$ cat src/rtl/hamming_encoder_stream.sv
// hamming_encoder_stream
//   Streaming Hamming encoder: K-bit data words in, N-bit codewords out, one
//   word per cycle sustained. A registered output stage plus a one-entry skid
//   buffer keeps in_ready independent of out_ready in the same cycle.
//   Codeword bit i carries Hamming position i+1. Power-of-two positions hold
//   parity bits p0..p(P-1); data fills the other positions in ascending order.
//
//   Build option: define HAMMING_SECDED_EN to append an overall even-parity
//   bit as msg[N-1] (SECDED extended code, N = 2**P). Undefined: N = 2**P-1.
//
// Parameters:
//   P  - number of Hamming parity bits (3..6)
//   CW - width of word_count
// Ports:
//   clk        - clock, rising edge
//   rst        - asynchronous active-high reset
//   in_data    - K-bit data word
//   in_valid   - in_data is valid
//   in_ready   - block accepts a word this cycle (registered, low during rst)
//   out_msg    - N-bit encoded codeword
//   out_valid  - out_msg is valid
//   out_ready  - downstream accepts out_msg
//   word_count - codewords accepted downstream, modulo 2**CW
module hamming_encoder_stream #(
    parameter int P  = 3,
    parameter int CW = 16,
    localparam int K = 2**P - P - 1,
`ifdef HAMMING_SECDED_EN
    localparam int N = 2**P
`else
    localparam int N = 2**P - 1
`endif
) (
    input  logic          clk,
    input  logic          rst,
    input  logic [K-1:0]  in_data,
    input  logic          in_valid,
    output logic          in_ready,
    output logic [N-1:0]  out_msg,
    output logic          out_valid,
    input  logic          out_ready,
    output logic [CW-1:0] word_count
);

    localparam int unsigned NB = 2**P - 1;

    typedef enum logic [1:0] {EMPTY, ONE, TWO} state_t;

    state_t        state_q, state_d;
    logic [N-1:0]  out_msg_q, out_msg_d;
    logic [N-1:0]  skid_q, skid_d;
    logic          out_valid_q, out_valid_d;
    logic          in_ready_q, in_ready_d;
    logic [CW-1:0] word_count_q, word_count_d;

    logic [K-1:0]  enc_data;
    logic [NB-1:0] base;
    logic [N-1:0]  enc_word;
    logic          par;
    int unsigned   di;
    logic          in_xfer, out_xfer;

    // Encoder. Data is gated by in_valid so an undriven in_data never
    // reaches the registers.
    always_comb begin
        enc_data = in_valid ? in_data : '0;
        base     = '0;
        di       = 0;
        for (int unsigned pos = 1; pos <= NB; pos++) begin
            if ((pos & (pos - 1)) != 0) begin
                base[pos-1] = enc_data[di];
                di          = di + 1;
            end
        end
        // Parity slots are still zero here, and no other power-of-two
        // position has bit j set, so each pj covers data bits only.
        for (int unsigned j = 0; j < P; j++) begin
            par = 1'b0;
            for (int unsigned pos = 1; pos <= NB; pos++) begin
                if (pos[j]) par = par ^ base[pos-1];
            end
            base[(1 << j) - 1] = par;
        end
`ifdef HAMMING_SECDED_EN
        enc_word = {^base, base};
`else
        enc_word = base;
`endif
    end

    assign in_xfer  = in_valid && in_ready_q;
    assign out_xfer = out_valid_q && out_ready;

    always_comb begin
        state_d      = state_q;
        out_msg_d    = out_msg_q;
        skid_d       = skid_q;
        word_count_d = word_count_q + CW'(out_xfer);
        unique case (state_q)
            EMPTY: begin
                if (in_xfer) begin
                    out_msg_d = enc_word;
                    state_d   = ONE;
                end
            end
            ONE: begin
                if (in_xfer && !out_xfer) begin
                    skid_d  = enc_word;
                    state_d = TWO;
                end else if (out_xfer && !in_xfer) begin
                    state_d = EMPTY;
                end else if (in_xfer && out_xfer) begin
                    out_msg_d = enc_word;
                end
            end
            TWO: begin
                if (out_xfer) begin
                    out_msg_d = skid_q;
                    state_d   = ONE;
                end
            end
            default: state_d = EMPTY;
        endcase
        out_valid_d = (state_d != EMPTY);
        in_ready_d  = (state_d != TWO);
    end

    always_ff @(posedge clk or posedge rst) begin
        if (rst) begin
            state_q      <= EMPTY;
            out_msg_q    <= '0;
            skid_q       <= '0;
            out_valid_q  <= 1'b0;
            in_ready_q   <= 1'b1;
            word_count_q <= '0;
        end else begin
            state_q      <= state_d;
            out_msg_q    <= out_msg_d;
            skid_q       <= skid_d;
            out_valid_q  <= out_valid_d;
            in_ready_q   <= in_ready_d;
            word_count_q <= word_count_d;
        end
    end

    assign in_ready   = in_ready_q && !rst;
    assign out_msg    = out_msg_q;
    assign out_valid  = out_valid_q;
    assign word_count = word_count_q;

endmodule

$ cat config.mk
export PLATFORM = sky130hd
export DESIGN_NAME = hamming_encoder_stream
export DESIGN_NICKNAME = d
export VERILOG_FILES = /design/src/rtl/hamming_encoder_stream.sv
export SDC_FILE = /design/constraint.sdc
export NUM_CORES = 1
export LEC_CHECK = 0
export CORE_MARGIN = 8
export CORE_UTILIZATION = 40
export CTS_BUF_LIST = sky130_fd_sc_hd__clkbuf_4
export DETAILED_ROUTE_END_ITERATION = 10
export PLACE_DENSITY = 0.74
export SYNTH_ARGS = -nofsm -noshare
export SYNTH_HDL_FRONTEND = slang
export SYNTH_SLANG_ARGS = --single-unit
$ cat constraint.sdc
create_clock -name clk -period 3.8 [get_ports clk]
set_clock_uncertainty 0.2 [all_clocks]
set_input_delay 0.76 -clock clk [delete_from_list [all_inputs] [get_ports clk]]
set_output_delay 0.76 -clock clk [all_outputs]
set_load 0.01 [all_outputs]
==> results.md <==
- Vias in the first global route: 1209
- Dominant cell type by area after synthesis: dfrtp_1
- Comb power frac: 38.1%
- Maximum vdd drop: 0.0002201 V
- Post-synthesis register bit count: 34
- Final wirelength: 3.214 mm
- Core region area: 3716 um2
- Number of max-cap violations: 0
- Postcts setup bufs: 0
- Pleak: 0.9071 nW
- Vias per inst: 4.920
- PD cells: 602.1 nW/um2
- Worst EP required: 2840 ps
- Final Core Density: 53.23%
- # port buffers: 32
- Seq pwr share: 46.9%
- Hold Violations, Final: 0
- Initial antenna violation count: 0
- Area share of the largest cell type after synthesis: 52.63%
- Gpl congestion: 0.7726
- First-pass GRT wire length: 5.547 mm
- Clock Latency Late Sink: 330 ps
- All-Layer GR Usage: 11.28%
- Post-synth top flop: dfrtp_1
- Setup violators final: 0
- Chip Width: 78.63 um
- Final #Nets: 186
- # H-tree levels: 2
- Gate Count Post-Synth: 139
- Non-filler cells, final: 225
- Slew margin rel.: 72.03%
- Hold WC Path Type: reg -> reg
- IO Pins: 33
- Row count: 22
- Most frequent cells after synthesis: dfrtp_1, nand2_1, mux2_2, nand3_1, xnor2_1
- Critical Path End Type: primary output
- Vias: 1107
- Share of layout cells above drive strength 1: 12.43%
- CP Class: in -> out
- Ranking of synthesized cells by area: dfrtp_1, mux2_2, xnor2_1
- Area growth syn-to-layout: 26.08%
- Post-synthesis cell area: 1569 um2
- Sw frac: 33.23%
- Post-synthesis sequential area ratio: 54.31%
- FFs w/ async S/R, synth: 100.0%
- Clk network pwr share: 15.0%
- CTS Buf Count: 5
- Setup_tns: 0 ps
- Chip Height: 78.63 um
- Final worst-path cycle share: 73.78%
- Clock Tree Buf Depth: 2
- Status: completed
- Fill cell count: 343
- Psw: 395.8 uW
- Wire per inst: 14.28 um
- DP HPWL: 2.447 mm
- DRT Pass-1 Iters: 4
- Cell internal pwr: 795.2 uW
- Antenna-violating nets left: 0
- CTS tree: yes
- Max FO, Critical Path: 2
- Clock transition at path regs: 100 ps
- Post-layout min period: 2804 ps
- N_diodes: 0
- Placed insts: 217
- Gr ovfl total: 0
- Syn_area_per_cell: 11.29 um2
- CTS Sinks: 34
- Most common cell in the netlist: dfrtp_1
- Initial core utilization: 42.22%
- RSZ-0062 raised after global routing: false
- Net Count, Synth: 149
- Ys Warns: 0
- Fmax: 356.7 MHz
- Post-synth EDFFs: 0
- CTS resizes: 0
- Critical path startpoint category: input port
- Die area: 6183 um2
- CP arrival: 1840 ps
- Initial drt markers: 77
- Clock Tree Root: clkbuf_4
- Hold Buf Count CTS: 0
- Largest net degree at the start of global routing: 35
- Drc violations: 0
- Worst-Margin Slew: 419.5 ps
- Slew Limit Fails: 0
- Synth cell types: 28
[cell type report]
type / instances / area [um2] / area share (%)
multi-input combinational: 96 / 666.9 / 33.71
clock buffer: 5 / 37.54 / 1.898
clock inverter: 3 / 11.26 / 0.5693
sequential: 34 / 852.1 / 43.07
tap: 48 / 60.06 / 3.036
timing repair buffer: 33 / 327.8 / 16.57
inverter: 6 / 22.52 / 1.139
[cells in the final DEF (no fill, tap or decap), types with 2 or more instances in the layout]
master,instances
nand4_1,2
nand3_1,11
ha_1,2
mux2_2,11
xor2_1,8
nand2_1,25
clkdlybuf4s50_1,32
nor3_1,2
dfrtp_1,33
xnor2_1,11
o21ai_0,4
o31ai_1,3
clkbuf_4,5
and3_1,4
inv_1,6
nor2_1,2
clkinv_1,3
[stage by stage]
step                hold WS (ps)  setup WS [ps]  area (um2)  power, mW
CTS                        282.4          989.4        1978      1.209
detailed placement         269.1          792.2        1929      1.028
global route               316.4          922.9        1978      1.275
finish                     274.0          996.2        1978      1.191
global placement           260.5          905.5        1929     0.9987
floorplan                  248.4           1485        1569     0.8203
[metal layers]
| layer | track usage, % | share of wire (%) | vias up | wire, um |
|---|---|---|---|---|
| met5 | 0 | 0 | - | 0 |
| met2 | 19.64 | 54 | 15 | 1734 |
| met3 | 2.847 | 3.4 | 7 | 110 |
| li1 | - | - | 542 | - |
| met1 | 11.80 | 40 | 543 | 1292 |
| met4 | 7.407 | 2.4 | 0 | 76 |
[critical path, cell delays in order]
cell and delay, ps:
clkdlybuf4s50_1 420, nor2b_1 120, clkdlybuf4s50_1 550
[power by group through the flow]
stage | logic [mW] | registers [mW] | clock network (mW)
final | 0.454 | 0.558 | 0.179
after floorplan | 0.240 | 0.581 | 0
after CTS | 0.464 | 0.559 | 0.186
after global routing | 0.499 | 0.575 | 0.201
after detailed placement | 0.461 | 0.567 | 0
after global placement | 0.441 | 0.557 | 0
[path summary, 6_finish.rpt]
kind / slack, ps / endpoint / depth (start not counted) / start
min in group asynchronous: 640 / word_count[3]$_DFF_PP0_ / 3 / rst
max in group asynchronous: 2420 / in_ready_q$_DFF_PP1_ / 3 / rst
hold reg to reg: 270 / word_count[15]$_DFF_PP0_ / 1 / word_count[15]$_DFF_PP0_
setup / recovery: 1000 / in_ready / 3 / rst
hold / removal: 270 / word_count[15]$_DFF_PP0_ / 1 / word_count[15]$_DFF_PP0_
setup reg to reg: 1680 / word_count[10]$_DFF_PP0_ / 7 / out_valid$_DFF_PP0_
[cell families after synthesis]
group	share of synthesized area (%)
AO/OA/AOI/OAI	6.301
multiplexers	7.895
flip-flops	54.31
XOR/XNOR	10.61
adder cells (fa/ha/maj)	1.595
AND/OR/NAND/NOR	16.11
buffers and inverters	3.189
[registers in the layout (all words and copies together), names as in the netlist]
name,flops
word_count,16
out_msg,7
skid_q,7
state_q,2
in_ready_q,1
out_valid,1
Note: power is estimated with default switching activity, not from simulation.
